File: config.mk
export PLATFORM = sky130hd
export DESIGN_NAME = mem_read_vld
export DESIGN_NICKNAME = d
export VERILOG_FILES = /design/src/rtl/vec_mem_pkg.sv /design/src/rtl/rd_lat_pipe.sv /design/src/rtl/mem_read_vld.sv
export SDC_FILE = /design/constraint.sdc
export NUM_CORES = 1
export LEC_CHECK = 0
export ABC_AREA = 1
export BUFFER_PORTS_ARGS = -buffer_cell sky130_fd_sc_hd__buf_2
export CAP_MARGIN = 20
export CORE_UTILIZATION = 50
export CTS_CLUSTER_DIAMETER = 50
export DETAILED_ROUTE_END_ITERATION = 16
export GPL_TIMING_DRIVEN = 0
export PLACE_DENSITY = 0.74
export REMOVE_ABC_BUFFERS = 1
export SYNTH_ARGS = -nofsm -noshare
export SYNTH_HDL_FRONTEND = slang
export SYNTH_HIERARCHICAL = 1
export SYNTH_SLANG_ARGS = --single-unit
File: constraint.sdc
create_clock -name Clk -period 2.8 [get_ports Clk]
set_clock_uncertainty 0.2 [all_clocks]
set_input_delay 0.14 -clock Clk [delete_from_list [all_inputs] [get_ports Clk]]
set_output_delay 0.14 -clock Clk [all_outputs]
set_load 0.01 [all_outputs]
File: src/rtl/vec_mem_pkg.sv
// Shared definitions for the vector load/store engines between the vector
// register file and data memory.
package vec_mem_pkg;

  localparam int N_WORDS_DEF = 16;
  localparam int WORD_W_DEF  = 16;
  localparam int ADDR_W_DEF  = 16;

  typedef enum logic [1:0] {
    IDLE  = 2'd0,
    ISSUE = 2'd1,
    DRAIN = 2'd2,
    DONE  = 2'd3
  } vec_state_e;

endpackage

File: src/rtl/rd_lat_pipe.sv
// Tracks which cycles carry valid read data: RD delayed by the memory latency,
// with a synchronous flush that drops every read still in flight.
module rd_lat_pipe #(
  parameter int MEM_LAT = 1
) (
  input  logic Clk,
  input  logic Rst,
  input  logic flush,
  input  logic rd,
  output logic vld
);

  logic [MEM_LAT-1:0] vld_p;

  if (MEM_LAT == 1) begin : g_one
    always_ff @(posedge Clk) begin
      if (Rst || flush) vld_p <= '0;
      else              vld_p <= rd;
    end
  end else begin : g_shift
    always_ff @(posedge Clk) begin
      if (Rst || flush) vld_p <= '0;
      else              vld_p <= {vld_p[MEM_LAT-2:0], rd};
    end
  end

  assign vld = vld_p[MEM_LAT-1];

endmodule

File: src/rtl/mem_read_vld.sv
// Vector-load engine: issues N_WORDS consecutive reads, gathers the returning
// words in a shadow buffer and commits them to VectorReg in one edge.
module mem_read_vld
  import vec_mem_pkg::*;
#(
  parameter int N_WORDS = N_WORDS_DEF,
  parameter int WORD_W  = WORD_W_DEF,
  parameter int ADDR_W  = ADDR_W_DEF,
  parameter int MEM_LAT = 1
) (
  input  logic                      Clk,
  input  logic                      Rst,
  input  logic                      MR_en,
  input  logic [ADDR_W-1:0]         AddrIn,
  output logic [ADDR_W-1:0]         Addr,
  output logic                      RD,
  input  logic [WORD_W-1:0]         DataOut,
  output logic [N_WORDS*WORD_W-1:0] VectorReg,
  output logic                      done_vld
);

  localparam int CNT_W = (N_WORDS > 1) ? $clog2(N_WORDS) : 1;
  localparam logic [CNT_W-1:0] LAST = CNT_W'(N_WORDS - 1);

  vec_state_e                state, state_nxt;
  logic [ADDR_W-1:0]         base, addr_d;
  logic [CNT_W-1:0]          issue_cnt, issue_inc, cap_cnt;
  logic [WORD_W-1:0]         shadow [N_WORDS];
  logic [N_WORDS*WORD_W-1:0] vec_merge;
  logic                      active, abort, cap_vld, capture, last_cap, last_issue;
  logic                      rd_d, done_d;

  assign active     = (state == ISSUE) || (state == DRAIN);
  assign abort      = active && !MR_en;
  assign capture    = active && MR_en && cap_vld;
  assign last_cap   = capture && (cap_cnt == LAST);
  assign last_issue = (state == ISSUE) && (issue_cnt == LAST);
  assign issue_inc  = issue_cnt + 1'b1;

  rd_lat_pipe #(
    .MEM_LAT(MEM_LAT)
  ) u_rd_lat_pipe (
    .Clk  (Clk),
    .Rst  (Rst),
    .flush(abort),
    .rd   (RD),
    .vld  (cap_vld)
  );

  always_ff @(posedge Clk) begin
    if (Rst) state <= IDLE;
    else     state <= state_nxt;
  end

  always_comb begin
    state_nxt = state;
    case (state)
      IDLE:  if (MR_en) state_nxt = ISSUE;
      ISSUE: begin
        if (abort)           state_nxt = IDLE;
        else if (last_cap)   state_nxt = DONE;
        else if (last_issue) state_nxt = DRAIN;
      end
      DRAIN: begin
        if (abort)         state_nxt = IDLE;
        else if (last_cap) state_nxt = DONE;
      end
      DONE:  if (!MR_en) state_nxt = IDLE;
      default: state_nxt = IDLE;
    endcase
  end

  // Address/strobe are registered, so they are derived from the state being entered.
  always_comb begin
    rd_d   = (state_nxt == ISSUE);
    done_d = last_cap;
    addr_d = Addr;
    if (state == IDLE && state_nxt == ISSUE)
      addr_d = AddrIn;
    else if (state == ISSUE && state_nxt == ISSUE)
      addr_d = base + ADDR_W'(issue_inc);
  end

  // The final word bypasses the shadow buffer so the commit happens on its capture edge.
  always_comb begin
    vec_merge = '0;
    for (int i = 0; i < N_WORDS; i++)
      vec_merge[i*WORD_W +: WORD_W] = (cap_cnt == CNT_W'(i)) ? DataOut : shadow[i];
  end

  always_ff @(posedge Clk) begin
    if (Rst) begin
      Addr      <= '0;
      RD        <= 1'b0;
      done_vld  <= 1'b0;
      VectorReg <= '0;
      base      <= '0;
      issue_cnt <= '0;
      cap_cnt   <= '0;
      for (int i = 0; i < N_WORDS; i++) shadow[i] <= '0;
    end else begin
      RD       <= rd_d;
      Addr     <= addr_d;
      done_vld <= done_d;
      if (state == IDLE && MR_en) begin
        base      <= AddrIn;
        issue_cnt <= '0;
        cap_cnt   <= '0;
      end
      if (state == ISSUE && state_nxt == ISSUE) issue_cnt <= issue_inc;
      if (capture) begin
        shadow[cap_cnt] <= DataOut;
        cap_cnt         <= cap_cnt + 1'b1;
      end
      if (last_cap) VectorReg <= vec_merge;
    end
  end

endmodule

==> results.cfg <==
[grt]
grt_pass1_vias = 15061
grt_pass1_wl_um = 82600
grt_usage_pct = 25.9
antenna_found_initial = 0
globalRouteOverflowTotal = 0
grt_max_degree = 174

[power]
total_power_uw = 16700
p_leak_uw = 0.0116
ir_drop_mv = 0.553
power_density_nw_per_um2 = 665

[floorplan]
die-area_um2 = 41200
dieHeight_um = 203
die_x_um = 203
ios = 309
core_area_um2 = 39800
rows = 73
start_util_pct = 50.7

[run_status]
violations = negative hold slack
status = finished, violations left

[sta]
fmax_mhz = 377
fin_ws_ns = 0.147
holdWs_ns = -0.0157
finalCriticalPeriod_ns = 2.65
setup_viol = 0
rsz0062_at_grt = no
max_slew_margin_pct = 19.9
tightest_slew_ns = 1.20
slew_viol_final = 0
tns_ns = 0
period_share_pct = 94.8
finalHoldViolCount = 3

[setup_path]
cp_num_buf_inv = 3
reg2reg_setup_slack_ns = 0.15
r2r-start = state[0]$_SDFF_PP0_
cpMostUsedCell = buf_12
crit_slowest_cell = nand3_2
crit_type = flop to flop
worstSetupStartpoint = state[0]$_SDFF_PP0_
critPathLaunchType = flop
crit_arrival_ns = 2.73
cp_cell_sequence = inv_1 > ha_4 > nand3_4 > nor2_4 > buf_12 > buf_12 > nand3_2 > nand2_8
slowest_delay_ns = 0.40
cp-end-kind = flop
r2r_cells = 8
path_max_fanout = 17
cp_top_family = simple AND/OR/NAND/NOR gates
cp.depth = 8
rr_endpoint = shadow[1][0]$_SDFFCE_PN0P_
required_ns = 2.87

[detailed_routing]
routedWlPerCell_um = 18.2
drcViolationCount = 0
vias_per_cell = 5.31
first_iter_violations = 1342
drt_first_pass_iters = 5
wirelength_um = 54000
vias = 15785
wl_met1_um = 22400
wl_met2_um = 26100
highest_layer = met4
detail-route-antenna-nets = 0
wl_met3_um = 4230

[clock_tree]
root_buffer = clkbuf_16
clock_latency_ns = 0.60
clk_pin_slew_ns = 0.06
cts_buffers = 55
clkSinkCount = 542
cts_buffer_depth = 3
cts_tree = built
cts-htree-levels = 2

[placement]
place_area_um2 = 22300
place.gp.congestion = 0.849
dp_slack_ns = -1.32
detailed_place_hpwl_um = 32300
io_buffers = 308

[logic_synthesis]
yosys.cell_types.count = 38
syn_inst = 2106
avgSynthCellArea_um2 = 9.59
synth_seq_cells = 542
syn_area_um2 = 20200
synth-seq-area-share_pct = 65.7
yosysWarnings = 6

[finish]
final_common_cell = nor2_1
postLayoutCellArea_um2 = 25100
antenna_cells = 0
fillers = 3193
layout_common_cells = nor2_1, nand2_1, buf_2
layout-drive-gt1-share_pct = 20.3
area_growth_pct = 24.1
fin_nets = 2449

[worst_hold_path]
worstHoldEndpoint = state[0]$_SDFF_PP0_
hold_path.startpoint = MR_en
hold_path.class = primary input to flop
hold_path_depth = 5

[run]
maxCapViolCount = 0
## layer usage
metal / vias up / global-route usage, %
met4: 0 / 9.05
met5: - / 0
met3: 88 / 5.26
met2: 590 / 43.2
met1: 7530 / 33.6
li1: 7577 / -
## worst max path at each step
stage,end
6_report,shadow[1][0]$_SDFFCE_PN0P_
5_1_grt,VectorReg[199]$_SDFFE_PP0N_
4_1_cts,VectorReg[199]$_SDFFE_PP0N_
3_5_place_dp,shadow[9][7]$_SDFFCE_PN0P_
3_3_place_gp,Addr[15]$_SDFFE_PP0P_
2_1_floorplan,issue_cnt[0]$_SDFFE_PP0P_
## through the flow
step           instances  hold slack [ns]  utilization [%]
6_report            2971          -0.0157             62.9
4_1_cts             2967           0.0411             62.6
5_1_grt             2971          0.00755             62.9
3_5_place_dp        2816            0.208             56.0
3_3_place_gp        2798            0.209             54.8
2_1_floorplan       1965          0.00907                -
## Yosys cell counts
cell | count | area share, %
a21oi_1 | 67 | 1.7
a21oi_2 | 1 | 0.043
a221oi_1 | 1 | 0.043
a31o_2 | 15 | 0.65
a31oi_1 | 18 | 0.56
a32o_1 | 1 | 0.050
and2_1 | 1 | 0.031
buf_1 | 13 | 0.24
buf_2 | 16 | 0.40
buf_4 | 2 | 0.074
buf_6 | 2 | 0.11
clkbuf_1 | 108 | 2.0
dfxtp_1 | 301 | 30
edfxtp_1 | 241 | 36
fa_1 | 1 | 0.099
ha_1 | 13 | 0.81
inv_1 | 104 | 1.9
inv_2 | 6 | 0.11
inv_4 | 1 | 0.031
nand2_1 | 393 | 7.3
nand2_2 | 5 | 0.15
nand2_4 | 1 | 0.056
nand3_1 | 133 | 3.3
nand3_2 | 1 | 0.050
nand3_4 | 1 | 0.087
nand3b_1 | 3 | 0.11
nand4_1 | 2 | 0.062
nor2_1 | 448 | 8.3
nor2_2 | 3 | 0.093
nor2_4 | 1 | 0.056
nor3_1 | 3 | 0.074
o211ai_4 | 1 | 0.11
o21ai_0 | 155 | 3.8
o221ai_1 | 31 | 1.3
o311ai_0 | 1 | 0.043
o31ai_1 | 1 | 0.037
or2_2 | 1 | 0.031
xor2_1 | 10 | 0.43
## worst register-to-register path, cell delays in order, from the launching register on
cell	delay (ns)
dfxtp_2	0.36
inv_1	0.10
ha_4	0.30
nand3_4	0.15
nor2_4	0.17
buf_12	0.17
buf_12	0.13
nand3_2	0.40
nand2_8	0.35
## power breakdown
| group | internal (uW) | leakage, uW | total (uW) | switching (uW) |
|---|---|---|---|---|
| sequential | 8430 | 0.00485 | 8500 | 76.4 |
| clock | 4360 | 0.000899 | 7430 | 3060 |
| combinational | 234 | 0.00588 | 748 | 513 |
| total | 13000 | 0.0116 | 16700 | 3650 |
## cells by family after synthesis
group,count (synthesis),share of synthesized area (%)
AND/OR/NAND/NOR,996,19.7
flip-flops,542,65.7
adder cells (fa/ha/maj),14,0.904
AO/OA/AOI/OAI,292,8.37
XOR/XNOR,10,0.434
buffers and inverters,252,4.91
## registers in the layout, indices dropped and copies added (netlist names), 2 cells and up
name and count:
Addr 16, state 2, VectorReg 256, base 16, issue_cnt 4, shadow 241
cap_cnt 4
## final cells by class
cell class / instances / area (um2) / share of cell area, %
clock buffer: 77 / 1520 / 6.06
clock inverter: 26 / 317 / 1.26
inverter: 111 / 438 / 1.75
multi-input combinational: 1315 / 6330 / 25.2
sequential: 542 / 13300 / 52.9
tap: 525 / 657 / 2.62
timing repair buffer: 375 / 2540 / 10.1
## timing repair
action | CTS | global route
resized for setup | 62 | 10
pin swaps | 4 | 1
gates cloned | 3 | 0
hold endpoints to repair | 68 | 5
buffers inserted | 6 | 0
hold buffers | 39 | 2
setup endpoints to repair | 607 | 148
Note: power is estimated with default switching activity, not from simulation.
